--- config.mk ---
export PLATFORM = sky130hd
export DESIGN_NAME = chunk_assembler
export DESIGN_NICKNAME = d
export VERILOG_FILES = /design/src/rtl/chunk_assembler.sv
export SDC_FILE = /design/constraint.sdc
export NUM_CORES = 1
export LEC_CHECK = 0
export CAP_MARGIN = 40
export CORE_MARGIN = 2
export CORE_UTILIZATION = 30
export DETAILED_ROUTE_END_ITERATION = 7
export GPL_TIMING_DRIVEN = 0
export PLACE_DENSITY = 0.46
export SLEW_MARGIN = 30
export SYNTH_ARGS = -nofsm -noshare
export SYNTH_HDL_FRONTEND = slang
export SYNTH_SLANG_ARGS = --single-unit
--- constraint.sdc ---
create_clock -name clk -period 14.9 [get_ports clk]
set_clock_uncertainty 0.15 [all_clocks]
set_input_delay 2.98 -clock clk [delete_from_list [all_inputs] [get_ports clk]]
set_output_delay 2.98 -clock clk [all_outputs]
set_load 0.05 [all_outputs]
--- src/rtl/chunk_assembler.sv ---
`default_nettype none
// ============================================================================
//  Module   : chunk_assembler
//  Brief    : Collects a row-major pixel stream into CELL_SIZE x (CHUNK_SIZE
//             cells of CELL_SIZE pixels) video chunks, ping-pong buffered,
//             and presents each chunk as one wide word for the transposer.
//  Revision : 1.0 - initial release
// ============================================================================
module chunk_assembler #(
    parameter int CELL_SIZE  = 2,
    parameter int CHUNK_SIZE = 3,
    parameter int PIX_W      = 24
) (
    input  logic                                          clk,
    input  logic                                          resetn,
    input  logic [PIX_W-1:0]                              in_pixel,
    input  logic                                          in_first,
    input  logic                                          in_valid,
    output logic                                          in_ready,
    output logic [CELL_SIZE*CHUNK_SIZE*CELL_SIZE*PIX_W-1:0] out_video_chunk,
    output logic                                          out_valid,
    input  logic                                          out_ready,
    output logic [7:0]                                    resync_count
);

    localparam int c_W       = CHUNK_SIZE * CELL_SIZE;   // pixels per image row
    localparam int c_N       = CELL_SIZE * c_W;          // pixels per chunk
    localparam int c_CHUNK_W = c_N * PIX_W;
    localparam int c_COL_W   = (c_W > 1) ? $clog2(c_W) : 1;
    localparam int c_ROW_W   = (CELL_SIZE > 1) ? $clog2(CELL_SIZE) : 1;
    localparam int c_IDX_W   = (c_N > 1) ? $clog2(c_N) : 1;

    // Two chunk banks; input fills r_wr_sel while output presents r_rd_sel
    logic [c_CHUNK_W-1:0] r_bank [2];
    logic [1:0]           r_full;
    logic                 r_wr_sel;
    logic                 r_rd_sel;
    logic [c_COL_W-1:0]   r_col;
    logic [c_ROW_W-1:0]   r_row;
    logic [7:0]           r_resync_count;

    logic                 w_accept;
    logic                 w_drain;
    logic                 w_at_origin;
    logic                 w_resync;
    logic                 w_last_col;
    logic                 w_last_row;
    logic [c_IDX_W-1:0]   w_idx;

    assign in_ready     = resetn & ~r_full[r_wr_sel];
    assign w_accept     = in_valid & in_ready;
    assign out_valid    = r_full[r_rd_sel];
    assign w_drain      = out_valid & out_ready;

    assign w_at_origin  = (r_col == '0) && (r_row == '0);
    // A chunk-start marker in mid-chunk restarts the chunk from this pixel
    assign w_resync     = in_first & ~w_at_origin;
    assign w_last_col   = (r_col == c_COL_W'(c_W - 1));
    assign w_last_row   = (r_row == c_ROW_W'(CELL_SIZE - 1));

    // The chunk word is laid out so that pixel k of the stream lands at k*PIX_W
    assign w_idx        = w_resync ? '0
                                   : c_IDX_W'(int'(r_row) * c_W + int'(r_col));

    assign out_video_chunk = out_valid ? r_bank[r_rd_sel] : '0;
    assign resync_count    = r_resync_count;

    // Pixel storage: a full bank is never written, so its contents stay stable
    always_ff @(posedge clk) begin
        if (w_accept) begin
            r_bank[r_wr_sel][int'(w_idx)*PIX_W +: PIX_W] <= in_pixel;
        end
    end

    // Bank flags, pointers, write counters and resync statistics
    always_ff @(posedge clk) begin
        if (!resetn) begin
            r_full         <= '0;
            r_wr_sel       <= 1'b0;
            r_rd_sel       <= 1'b0;
            r_col          <= '0;
            r_row          <= '0;
            r_resync_count <= '0;
        end else begin
            // Drain and completion always target different banks, so both apply
            if (w_drain) begin
                r_full[r_rd_sel] <= 1'b0;
                r_rd_sel         <= ~r_rd_sel;
            end
            if (w_accept) begin
                if (w_resync) begin
                    r_col <= c_COL_W'(1);
                    r_row <= '0;
                    if (r_resync_count != 8'hFF) begin
                        r_resync_count <= r_resync_count + 8'd1;
                    end
                end else if (w_last_col) begin
                    r_col <= '0;
                    if (w_last_row) begin
                        r_row            <= '0;
                        r_full[r_wr_sel] <= 1'b1;
                        r_wr_sel         <= ~r_wr_sel;
                    end else begin
                        r_row <= r_row + 1'b1;
                    end
                end else begin
                    r_col <= r_col + 1'b1;
                end
            end
        end
    end

endmodule
`default_nettype wire

### Word level (Yosys, flattened, before mapping)

Memories as Yosys holds them, arrays and structs flattened. A register that Yosys moved wholly into a read port is not among the register bits.
Index checks and enable logic that the tools add are counted.

| operators by class | value |
|---|---|
| add/sub/neg operators | 5 |
| multiply operators | 2 |
| magnitude comparators | 4 |
| equal/unequal tests | 2 |
| shift operators | 2 |
| multiplexer cells | 25 |
| bitwise gates (word level) | 13 |
| reductions and logical operators | 8 |

Operators by type and width:

| operator | count |
|---|---|
| 288-bit two-way mux | 2 |
| 24-bit by 33-bit variable shift with 288-bit output (first input constant) | 1 |
| 24-bit by 33-bit variable part select with 288-bit output | 1 |
| 9-bit negator with 33-bit output | 1 |
| 1-bit two-way mux | 12 |
| 2-bit two-way mux | 6 |
| 8-bit by 1-bit adder with 8-bit output (second input constant) | 1 |
| 8-bit != test (second input constant) | 1 |
| 4-bit by 2-bit multiplier with 6-bit output (second input constant) | 1 |
| 3-bit two-way mux | 2 |
| 1-bit inverter | 6 |
| 4-bit by 3-bit adder with 4-bit output | 1 |
| 1-bit AND | 4 |
| 1-bit by 2-bit less-than comparator with 1-bit output (second input constant) | 2 |
| 4-bit two-way mux | 1 |
| 4-bit AND reduction | 1 |
| 3-bit by 1-bit adder with 3-bit output (second input constant) | 1 |
| 3-bit == test (second input constant) | 1 |
| 1-bit logical AND | 3 |
| 3-bit zero test | 1 |
| 1-bit by 2-bit multiplier with 3-bit output (second input constant) | 1 |
| 3-bit AND reduction | 1 |
| 2-bit AND | 1 |
| 1-bit demux with 1-bit select | 2 |
| other kinds (6) | 7 |

| storage, ports and cells | value |
|---|---|
| flip-flop bits (word level) | 16 |
| RAM bits | 576 |
| bits of input ports | 29 |
| output and inout port bits | 298 |
| memories | 1 |

Memory list:

| name | words | width | read ports | clocked after memory_dff | wr ports | RTL line | source |
|---|---|---|---|---|---|---|---|
| r_bank | 2 | 288 | 1 | 1 | 1 | 34 | `logic [c_CHUNK_W-1:0] r_bank [2];` |

### Depth between registers and ports, before layout

Gate-level depths: netlist (run 1).

| depth | value |
|---|---|
| depth after elaboration | 13 |
| depth in mapped cells | 19 |
| depth with buffers taken out | 15 |

### Worst setup path before layout (run 1)

No wires, ideal clock.

| path | value |
|---|---|
| path type | in2reg |
| from | input in_first |
| to | memory r_bank[1][0] (netlist bit) (enable) |
| setup time | 0.383 ns |
| data arrival time | 7.821 ns |
| required time | 14.367 ns |
| path slack | 6.546 ns |
| cell stages on the path | 19 |
| buffers on the path | 7 |
| cells stage by stage | buf_2 nor2b_1 buf_2 clkbuf_1 clkbuf_1 ha_1 inv_1 fa_1 xor2_1 nor3_1 nor2b_1 ha_1 clkbuf_1 inv_1 clkbuf_1 nand3_1 or3_1 buf_2 nor3_1 |

| between the ends | value |
|---|---|
| word-level cells in the longest chain between the ends | 6 |

RTL lines:

| item | RTL line | source |
|---|---|---|
| start: declaration | 17 | `input logic in_first,` |
| 1-bit AND | 57 | `assign w_resync = in_first & ~w_at_origin;` |
| 4-bit two-way mux | 62 | `assign w_idx = w_resync ? '0` |
| 4-bit by 2-bit multiplier with 6-bit output | 71 | `r_bank[r_wr_sel][int'(w_idx)*PIX_W +: PIX_W] <= in_pixel;` |
| 9-bit negator with 33-bit output | 71 |  |
| 24-bit by 33-bit variable shift with 288-bit output | 71 |  |
| 288-bit two-way mux (implied by the code) | 71 |  |
| end: declaration | 34 |  |

No other way between the ends.

### Worst setup path in the final report (run 1)

| path | value |
|---|---|
| from | input in_first |
| to | memory r_bank[0][174] (netlist bit) (enable) |

The elaborated chain is that of the path after synthesis.

==> results of run 1 <==
[registers in the layout, summed over array words and instances, names as in the netlist, named ones only]
name,cells
r_row,1
r_wr_sel,1
resync_count,8
r_rd_sel,1
r_col,3
r_bank,576
r_full,2
[area by class of cell]
class,instances,area [sq um],area share [%]
plain buffers,146,607,1.76
clock buffers,85,1860,5.40
clock inverters,38,363,1.05
inverters,17,63.8,0.185
multi-input cells,1343,8770,25.4
flip-flops and latches,593,17600,51.2
well taps,1165,1460,4.23
repair buffers,384,3710,10.8
[metal layers]
| layer | share of wire, % | up-vias | track usage (%) | wire length, um |
|---|---|---|---|---|
| li1 | - | 8669 | - | - |
| met1 | 42 | 9722 | 29.2 | 42900 |
| met2 | 48 | 764 | 36.8 | 48900 |
| met3 | 6.3 | 151 | 3.11 | 6350 |
| met4 | 2.8 | 8 | 6.58 | 2830 |
| met5 | 0.046 | - | 0 | 46 |
[cell families (layout without fill, tap and decap cells)]
group / after synthesis / in the layout / share of synthesized area (%)
compound gates: 215 / 215 / 5.73
xor+xnor: 13 / 13 / 0.540
fa+ha+maj: 13 / 13 / 0.667
buf+inv: 163 / 670 / 2.48
flops: 593 / 593 / 66.2
mux: 309 / 309 / 11.6
simple gates: 793 / 793 / 12.8
[path summary, 6_finish.rpt]
kind | start | to | slack [ns] | cells after the start
setup / recovery | in_first | r_bank[0][174]$_DFFE_PP_ | 5.18 | 18
hold / removal | resync_count[1]$_SDFFE_PN0P_ | resync_count[1]$_SDFFE_PN0P_ | 0.40 | 2
setup reg to reg | r_col[0]$_SDFFE_PN0P_ | r_bank[0][174]$_DFFE_PP_ | 7.22 | 18
hold reg to reg | resync_count[1]$_SDFFE_PN0P_ | resync_count[1]$_SDFFE_PN0P_ | 0.40 | 2
[tightest hold or removal path: cells and delay by family (launching register included)]
kind / cells / cell delay [ns]
DFF: 1 / 0.34
AOI/OAI and AO/OA: 2 / 0.16
[through the flow]
step	hold WS [ns]	total power, uW	setup WS [ns]	std cells
4_1_cts	0.406	3710	4.99	3749
3_3_place_gp	0.360	2040	3.85	3586
2_1_floorplan	0.380	1940	6.55	2099
3_5_place_dp	0.392	2050	4.38	3626
5_1_grt	0.429	3790	4.76	3771
6_report	0.402	3690	5.18	3771
[power by group through the flow]
stage                     Combinational [uW]  Sequential, uW  Clock [uW]
final                                    209            1810        1670
after global placement                   189            1850           0
after detailed placement                 203            1850           0
after floorplan                         93.6            1850           0
after CTS                                204            1810        1700
after global routing                     215            1810        1770
[cell usage in the layout (no fill, tap or decap), types with 6 or more instances in the layout]
cell type / instances
mux2i_1: 307
a211oi_2: 12
nor4_1: 6
nor3_2: 36
a21oi_1: 84
nor3_1: 18
and3_1: 8
clkbuf_1: 111
a2bb2o_1: 8
nand3_1: 47
a2bb2oi_4: 6
clkbuf_16: 72
ha_1: 11
clkinv_2: 10
buf_6: 11
clkdlybuf4s50_1: 322
nand2_1: 70
clkinv_1: 16
nor2_1: 526
nand2b_1: 6
bufinv_16: 6
dfxtp_1: 17
o22ai_1: 21
clkbuf_2: 9
buf_2: 54
o21ai_0: 7
o21ai_1: 7
buf_4: 22
edfxtp_1: 576
xnor2_1: 9
nand4_1: 47
inv_1: 16
==> impl_results.md, run 1 <==
- Worst EP required: 14.97 ns
- Worst path top cell family by delay: buffers and inverters
- Hpwl dp: 76600 um
- Post-CTS Setup Inserts: 0
- Clk pwr share: 45.2%
- Sequential share of power: 49.1%
- Nets: 2596
- Cell area after synthesis: 26600 sq um
- Hold crit path type: reg2reg
- Synth cell count leaders: edfxtp_1, nor2_1, mux2i_1
- Worst-path fanout max: 10
- Final hold viol count: 0
- CTS tree: done
- Total Wirelength: 101000 um
- Setup_tns: 0 ns
- EDFF count, synth: 576
- Die height: 302 um
- Full die area: 91200 sq um
- CP Class: in2reg
- DIE WIDTH: 302 um
- First-pass GRT wire length: 140000 um
- PD cells: 107 nW/um^2
- Most frequent cell after synthesis: edfxtp_1
- Via count: 19300
- CTS Buf Count: 69
- Final instance area: 34500 sq um
- Total GRT Usage: 21.8%
- # setup viols final: 0
- Placed Area: 32100 sq um
- Yosys Warn Count: 0
- Post-DRT Antenna Nets: 0
- Fmax: 0.103 GHz
- Max Transition Viols Final: 0
- Seq/Total Area, Yosys: 66.2%
- Fill count: 8454
- Post-Syn Nets: 2141
- Avg WL per Cell: 26.8 um
- ANT cells: 0
- Grt total ovfl: 0
- Later-pin clock latency in the skew report: 0.61 ns
- Slew HR: 37.8%
- Maxcap violations: 0
- Share of cells above drive strength 1: 11.0%
- Number of I/O port buffers: 322
- Internal power: 2850 uW
- Largest net degree at the start of global routing: 13
- Post-Syn Instances: 2099
- Clock sinks: 593
- CP startpoint kind: input pin
- Core Area: 88200 sq um
- Status: finished, final reports clean
- Ports: 327
- Number of global-route vias before repair: 19400
- CP max stage delay: 0.73 ns
- Post-CTS resize count: 0
- Worst-margin pin slew: 0.933 ns
- Layout area overhead: 29.4%
- DRC: 0
- VDD IR max: 0.0696 mV
- Worst EP arrival: 9.80 ns
- Worst Setup End Kind: flip-flop
- Hold-fix buffers, CTS: 0
- Yosys cell types: 77
- Drt via density: 5.12
- Clock transition at path regs: 0.06 ns
- Final GP Congestion: 0.946
- Net Sw Frac: 22.7%
- Logic pwr share: 5.7%
- Fin util: 39.1%
- Fin crit share: 65.3%
- Initial antenna violation count: 5
- DR pass1 iterations: 5
- P_leak: 0.0108 uW
- Initial detailed-routing violation count: 1746
- CP max-delay cell: a21oi_1
- Ys async rst share: 0%
- Worst path cell trace: buf_2, nor2b_1, buf_2, clkbuf_1, clkbuf_1, ha_1, inv_1, fa_1, xor2_1, nor3_1, nor2b_1, ha_1, clkbuf_1, nand3_1, nor3_1, nand3_1, buf_2, a21oi_1
- Ys flop type: edfxtp_1
- Clock root buffer: clkbuf_16
- Synthesized flop and latch total: 593
- Synthesized area per cell: 12.7 sq um
- Buffers and inverters on the worst path: 7
- Synth top area cells: edfxtp_1, mux2i_1, nor2_1
- RSZ-0062 raised after global routing: no
- Post-synth top area share: 64.9%
- Max Root-Sink Buffers: 3
- Largest area contributor in the netlist: edfxtp_1
- Starting Density: 30.2%
- FP Rows: 109
- Switching pwr: 839 uW
- Htree depth: 3
- Clock period minus final worst setup slack: 9.72 ns
Power figures use the tool's default switching activity.
==> run 2, diff against run 1 <==
==> constraint.sdc (replaced) <==
create_clock -name clk -period 9.01 [get_ports clk]
set_clock_uncertainty 0.15 [all_clocks]
set_input_delay 1.802 -clock clk [delete_from_list [all_inputs] [get_ports clk]]
set_output_delay 1.802 -clock clk [all_outputs]
set_load 0.05 [all_outputs]
==> results of run 2 <==
The final DEF is identical to that of run 1. Status: finished, final reports clean.
Among the figures that moved: setup slack after placement 4.38 ns -> -0.328 ns; setup slack after layout 5.18 ns -> 0.463 ns; register-to-register setup slack 7.22 ns -> 1.33 ns; total power 3690 uW -> 6100 uW; worst IR drop on VDD 0.0696 mV -> 0.115 mV
